$ cat src/rtl/ws2812_strip_ctrl.sv
// WS2812 strip frame controller: buffers N_LED RGB pixels and streams them as GRB words to a serializer.
// Build option: define WS2812_AUTO_REFRESH_EN to repeat frames continuously after the first refresh.
module ws2812_strip_ctrl #(
  parameter real         F_CLK   = 48e6,
  parameter int unsigned N_LED   = 8,
  parameter real         T_RESET = 60e-6,
  localparam int unsigned AW     = (N_LED > 1) ? $clog2(N_LED) : 1
) (
  input  logic          clk,
  input  logic          rst,
  input  logic          wr_en,
  input  logic [AW-1:0] wr_addr,
  input  logic [23:0]   wr_rgb,
  input  logic          refresh,
  output logic [23:0]   tx_data,
  output logic          tx_start,
  input  logic          tx_bsy,
  output logic          busy,
  output logic          done
);

  // Small guard keeps products such as 1e-6 * 48e6 from rounding up a whole cycle.
  localparam real         RstExact = T_RESET * F_CLK - 1e-6;
  localparam int unsigned RstTrunc = $rtoi(RstExact);
  localparam int unsigned N_RST    = ($itor(RstTrunc) < RstExact) ? RstTrunc + 1 : RstTrunc;
  localparam int unsigned CW       = $clog2(N_RST + 1);

  typedef enum logic [2:0] {StIdle, StLoad, StSend, StWaitHi, StWaitLo, StLatch} state_e;

  function automatic logic [23:0] grb(input logic [23:0] rgb);
    return {rgb[15:8], rgb[23:16], rgb[7:0]};
  endfunction

  logic [23:0]   pix_q [N_LED];
  state_e        state_q, state_d;
  logic [AW-1:0] idx_q, idx_d;
  logic [CW-1:0] cnt_q, cnt_d;
  logic          pend_q, pend_d;
  logic [23:0]   tx_data_q, tx_data_d;
  logic          tx_start_q, tx_start_d;
  logic          busy_q, busy_d;
  logic          done_q, done_d;

  // Pixel buffer is deliberately outside reset so contents survive an aborted frame.
  always_ff @(posedge clk) begin
    if (wr_en && (32'(wr_addr) < N_LED)) begin
      pix_q[wr_addr] <= wr_rgb;
    end
  end

  always_comb begin
    state_d    = state_q;
    idx_d      = idx_q;
    cnt_d      = cnt_q;
    pend_d     = pend_q;
    tx_data_d  = tx_data_q;
    tx_start_d = 1'b0;
    done_d     = 1'b0;
    if (refresh && (state_q != StIdle)) begin
      pend_d = 1'b1;
    end
    unique case (state_q)
      StIdle: begin
        if (refresh || pend_q) begin
          state_d = StLoad;
          idx_d   = '0;
          pend_d  = 1'b0;
        end
      end
      StLoad: begin
        tx_data_d  = grb(pix_q[idx_q]);
        tx_start_d = 1'b1;
        state_d    = StSend;
      end
      StSend: state_d = StWaitHi;
      StWaitHi: begin
        if (tx_bsy) begin
          state_d = StWaitLo;
        end
      end
      StWaitLo: begin
        if (!tx_bsy) begin
          if (idx_q == AW'(N_LED - 1)) begin
            state_d = StLatch;
            cnt_d   = '0;
          end else begin
            idx_d   = idx_q + 1'b1;
            state_d = StLoad;
          end
        end
      end
      StLatch: begin
        if (cnt_q == CW'(N_RST - 1)) begin
          state_d = StIdle;
          done_d  = 1'b1;
`ifdef WS2812_AUTO_REFRESH_EN
          pend_d  = 1'b1;
`else
          pend_d  = pend_d;
`endif
        end else begin
          cnt_d = cnt_q + 1'b1;
        end
      end
      default: state_d = StIdle;
    endcase
    busy_d = (state_d != StIdle);
  end

  always_ff @(posedge clk or negedge rst) begin
    if (!rst) begin
      state_q    <= StIdle;
      idx_q      <= '0;
      cnt_q      <= '0;
      pend_q     <= 1'b0;
      tx_data_q  <= '0;
      tx_start_q <= 1'b0;
      busy_q     <= 1'b0;
      done_q     <= 1'b0;
    end else begin
      state_q    <= state_d;
      idx_q      <= idx_d;
      cnt_q      <= cnt_d;
      pend_q     <= pend_d;
      tx_data_q  <= tx_data_d;
      tx_start_q <= tx_start_d;
      busy_q     <= busy_d;
      done_q     <= done_d;
    end
  end

  assign tx_data  = tx_data_q;
  assign tx_start = tx_start_q;
  assign busy     = busy_q;
  assign done     = done_q;

endmodule

$ cat config.mk
export PLATFORM = sky130hd
export DESIGN_NAME = ws2812_strip_ctrl
export DESIGN_NICKNAME = d
export VERILOG_FILES = /design/src/rtl/ws2812_strip_ctrl.sv
export SDC_FILE = /design/constraint.sdc
export NUM_CORES = 1
export LEC_CHECK = 0
export ABC_AREA = 1
export CAP_MARGIN = 0
export CORE_ASPECT_RATIO = 2
export CORE_MARGIN = 2
export CORE_UTILIZATION = 53
export CTS_CLUSTER_DIAMETER = 50
export DETAILED_ROUTE_END_ITERATION = 7
export GPL_ROUTABILITY_DRIVEN = 0
export MAX_ROUTING_LAYER = met4
export PLACE_DENSITY = 0.77
export SETUP_SLACK_MARGIN = 0.4
export SLEW_MARGIN = 25
export SYNTH_ARGS = -nofsm -noshare
export SYNTH_HDL_FRONTEND = slang
export SYNTH_SLANG_ARGS = --single-unit
export TNS_END_PERCENT = 50
$ cat constraint.sdc
create_clock -name clk -period 1.3 [get_ports clk]
set_input_delay 0.39 -clock clk [delete_from_list [all_inputs] [get_ports clk]]
set_output_delay 0.39 -clock clk [all_outputs]
set_load 0.05 [all_outputs]
## Word level (Yosys, flattened, before mapping)

Memory sizes are Yosys's and may differ from the RTL's. A register that Yosys moved wholly into a read port is not among the register bits.
Cells that the tools add are included.

- Bits in registers: 22
- Latch bits: 0
- Memory bits (writable): 192
- Memory bits (read-only): 0
- Output and inout port bits: 27
- Memories kept: 1

Memories:

| memory | depth | bits a word | rd ports | clocked after Yosys merged registers in | write ports | RTL line | source |
|---|---|---|---|---|---|---|---|
| pix_q | 8 | 24 | 1 | 1 | 1 | 34 | `logic [23:0] pix_q [N_LED];` |

- $add $sub $neg: 2
- Multipliers: 0
- Div/mod/pow operators: 0
- $lt $le $gt $ge: 0
- Eq/ne operators: 12
- Shift-type cells: 0
- Multiplexer cells: 22
- Bitwise operators: 0
- Reduce and logical (&&, ||, !) cells: 10

Operator list:

| operator | count |
|---|---|
| $mux 12 | 3 |
| $mux 3 | 8 |
| $pmux 12 s2 | 1 |
| $pmux 3 s6 | 1 |
| $add 12x1->12 const B | 1 |
| $eq 12x12->1 const B | 1 |
| $ne 2x2->1 const B | 5 |
| $eq 3x3->1 const B | 3 |
| $mux 1 | 8 |
| $reduce_and 4->1 | 2 |
| $eq 3x2->1 const B | 2 |
| $pmux 3 s2 | 1 |
| $reduce_bool 3->1 | 2 |
| $reduce_bool 2->1 | 2 |
| $add 3x1->3 const B | 1 |
| $eq 3x1->1 const B | 1 |
| $logic_not 3->1 | 1 |
| $logic_and 1x1->1 | 1 |
| $logic_not 1->1 | 1 |
| $logic_or 1x1->1 | 1 |

## Depth between registers and ports, before layout

- Depth after elaboration: 5
- Gate-level depth with buffers: 10

## Least setup slack after synthesis

OpenSTA, ideal clock, no wires.

- Path type: input port to flip-flop
- Start point: input port wr_addr[0]
- End point: memory pix_q[0][0], enable pin
- Library setup time: 405 ps
- Data arrival time: 1,555 ps
- Required time: 895 ps
- Setup slack: -660 ps
- Cell stages on the path: 3
- Path buffers: 0
- Cells stage by stage: inv_1 > nand2_1 > nor2_1

RTL lines:

| element | RTL line | source |
|---|---|---|
| start: declaration | 12 | `input logic [AW-1:0] wr_addr,` |
| end: declaration | 34 |  |

No word-level cell before the write port.

==> impl_metrics.csv <==
group,metric,value,unit
flow_run,max-cap-violations,0,
place,place_hpwl,13800,microns
logic_synthesis,synth_top_area_cell,"edfxtp_1",
logic_synthesis,yosys_warnings,0,
floorplan,core-area,17700,sq um
timing,slew_headroom,74.9,%
critical_path,timing.rr.end,"tx_data[10]$_DFFE_PN0P_",
final_layout,n_fill_cell,924,
logic_synthesis,avgSynthCellArea,11.9,sq um
grt,grt_pass1_vias,7332,
floorplan,start_util,54.1,%
cts,clkLatencyLatePin,0.52,ns
final_layout,num_antenna_cells,0,
grt,gr-usage-all-layers,28.5,%
drt,drt_first_pass_iters,5,
drt,vias,7253,
final_layout,register_area,6920,sq um
drt,viasPerCell,6.04,
final_layout,nNetsFinal,1009,
power,leakagePower,5.06,nW
min_path,min_path_type,"in2async",
logic_synthesis,synth.top_cell.area_share,60.3,%
floorplan,fp.dieW,99.0,microns
critical_path,crit_end,"tx_data[10]$_DFFE_PN0P_",
floorplan,die_area,19200,sq um
final_layout,multiInputGateArea,2860,sq um
logic_synthesis,async_reset_ff_share,19.3,%
logic_synthesis,synthesis.area,9570,sq um
place,numPortBuffers,58,
drt,antenna_left,0,
timing,skew,0.0162,ns
run_status,violations,"setup timing",
grt,antenna_found_initial,0,
timing,final.setup.worst_slack,-0.377,ns
logic_synthesis,synthTopCellsByArea,"edfxtp_1 60%, dfrtp_1 12%, nor2_1 6.7%, o21ai_0 5.5%, nand2_1 4.1%",
run_status,status,"finished, violations left",
critical_path,crit_path_max_fanout,27,
critical_path,worstSetupPathType,"reg2reg",
timing,fmax,596,MHz
critical_path,startpoint_type,"flop",
timing,tightest_slew,0.376,ns
timing,min_period_over_period,129,%
floorplan,io_pins,59,
timing,hold_viol,0,
grt,grt-ovfl-total,0,
critical_path,crit-reg2reg-launch,"idx_q[0]$_DFFE_PN0P_",
logic_synthesis,synth_ff_type,"edfxtp_1",
logic_synthesis,seq_area_frac_synth,72.3,%
cts,cts-buffers-inserted,20,
logic_synthesis,ys_ff_latch,238,
power,ir_drop,0.00163,V
cts,cts_tree,"done",
power,powerDensity,1930,nW/um^2
cts,clkSlewWorstSetupHoldPaths,0.07,ns
critical_path,worstSetupStartpoint,"idx_q[0]$_DFFE_PN0P_",
cts,cts_sinks,238,
critical_path,slowest_delay,0.45,ns
grt,grt_pass1_wl,40700,microns
cts,cts.root.buffer_cell,"clkbuf_16",
timing,setup_viol,69,
critical_path,path_cells,"buf_12 -> inv_12 -> buf_12 -> nor2_1 -> o211ai_1 -> nand3_1 -> nand2_1",
grt,grt_max_degree,47,
cts,clk_path_buf_depth,3,
critical_path,reg2reg_slack,-0.38,ns
drt,drt_iter0_drc,802,
critical_path,cpMostUsedCell,"buf_12",
logic_synthesis,synth_edf_count,192,
critical_path,end_kind,"flop",
drt,post_drt_wl_per_cell,23.4,microns
final_layout,area_growth,40.8,%
critical_path,reg2reg_depth,7,
timing,fin_tns_setup,-13.23,ns
timing,period_minus_slack,1.68,ns
floorplan,num_rows,69,
timing,rsz0062_at_grt,"true",
logic_synthesis,syn-num-nets,839,
final_layout,drive_above_1_share,30.9,%
logic_synthesis,synthCells,804,
drt,routed_wl,28100,microns
critical_path,cp_slowest_cell,"dfrtp_2",
logic_synthesis,yosysUniqueCellTypes,30,
cts,htreeDepth,1,
timing,fin_hold_ws,0.395,ns
critical_path,crit_required,1.75,ns
timing,finalMaxSlewViolations,0,
drt,drc,0,
critical_path,worstPathArrival,2.13,ns
floorplan,chipHeight,194,microns
-- layout by cell type, fill, tap and decap left out, types with 2 or more instances in the layout --
cell type and instances:
clkbuf_16 26, xor2_1 3, nand4_1 3, inv_16 3, nand2_4 6, dfrtp_2 5, o211ai_1 48, clkbuf_1 8
clkdlybuf4s50_1 26, nand3_4 2, inv_2 7, nor2_4 22, buf_2 3, nand2_2 14, buf_6 28, inv_1 15
o21ai_1 45, buf_8 9, nor2_2 21, ha_4 3, o21ai_0 51, dfrtp_1 41, edfxtp_1 192, buf_16 11
o21ai_2 13, nor2_1 130, inv_6 2, nand2_1 81, nand3_1 38, nand2_8 6, buf_12 50, buf_4 56
o21ai_4 2, clkbuf_8 3
-- worst min path at each step --
stage	to	startpoint	slack, ns	cells after the start
floorplan	busy$_DFF_PN0_	rst	0.09	0
CTS	tx_data[10]$_DFFE_PN0P_	rst	0.40	3
finish	tx_data[10]$_DFFE_PN0P_	rst	0.39	3
detailed placement	state_q[1]$_DFF_PN0_	rst	0.40	2
global route	tx_data[10]$_DFFE_PN0P_	rst	0.42	3
global placement	state_q[0]$_DFF_PN0_	rst	0.40	2
-- cells in the mapped netlist (4+ instances only) --
cell / count
buf_2: 13
buf_4: 5
clkbuf_1: 22
dfrtp_1: 46
edfxtp_1: 192
inv_1: 23
inv_2: 5
nand2_1: 104
nand3_1: 40
nor2_1: 171
o211ai_1: 48
o21ai_0: 105
o21ai_1: 4
-- worst max-delay path, delay by kind of cell (launching register included) --
kind            cells  cell delay, ns
buf+inv             3            0.47
flops               1            0.45
simple gates        3            0.35
compound gates      1            0.33
-- through the flow --
stage / std cells / power, W / cell area, sq um / setup WS (ns) / utilization, %
2_1_floorplan: 804 / 0.0138 / 9750 / -0.0813 / -
4_1_cts: 1181 / 0.0247 / 12900 / -0.229 / 73.1
3_5_place_dp: 1102 / 0.0175 / 11400 / -0.547 / 64.5
3_3_place_gp: 1102 / 0.0174 / 11400 / -0.526 / 64.5
5_1_grt: 1201 / 0.0269 / 13500 / -0.375 / 76.1
6_report: 1201 / 0.0260 / 13500 / -0.377 / 76.1
-- state kept, by name (all words and copies together) (netlist names) --
name      flops
busy          1
cnt_q        12
done          1
idx_q         3
pend_q        1
pix_q       192
state_q       3
tx_data      24
tx_start      1
-- routing by layer --
| layer | share of wire (%) | GRT usage, % | up-vias |
|---|---|---|---|
| met5 | 0 | - | - |
| met4 | 5.8 | 13.9 | 0 |
| met3 | 6.5 | 2.67 | 93 |
| met2 | 55 | 51.1 | 438 |
| met1 | 33 | 31.1 | 3543 |
| li1 | - | - | 3179 |
-- logic make-up (layout without fill, tap and decap cells) --
group,Yosys count,count (layout),synth area share (%)
buffers and inverters,71,254,3.31
DFF,238,238,72.3
and+or+nand+nor,327,328,13.9
AOI/OAI and AO/OA,161,161,9.75
xor gates and xnor gates,4,4,0.366
adders and majority gates,3,3,0.392
-- area by class of cell --
type,count,area share [%]
well taps,213,1.98
multi-input cells,496,21.3
flip-flops and latches,238,51.4
clock buffers,32,4.43
inverters,28,1.29
repair buffers,190,19.4
clock inverters,4,0.223
-- what timing repair did --
action	in CTS	in global routing
gates resized for setup	144	97
pin swaps	44	51
setup endpoints to repair	265	265
hold endpoints to repair	46	0
setup buffers	30	14
hold buffers	1	0
cloned	12	6
-- report_power, final --
group / switching (W) / leakage, nW / internal, W
Clock: 0.00272 / 0.303 / 0.00318
Combinational: 0.00568 / 2.43 / 0.00466
Sequential: 0.000720 / 2.32 / 0.00903
Total: 0.00912 / 5.06 / 0.0169
No activity file was read; power rests on OpenSTA's default activity.
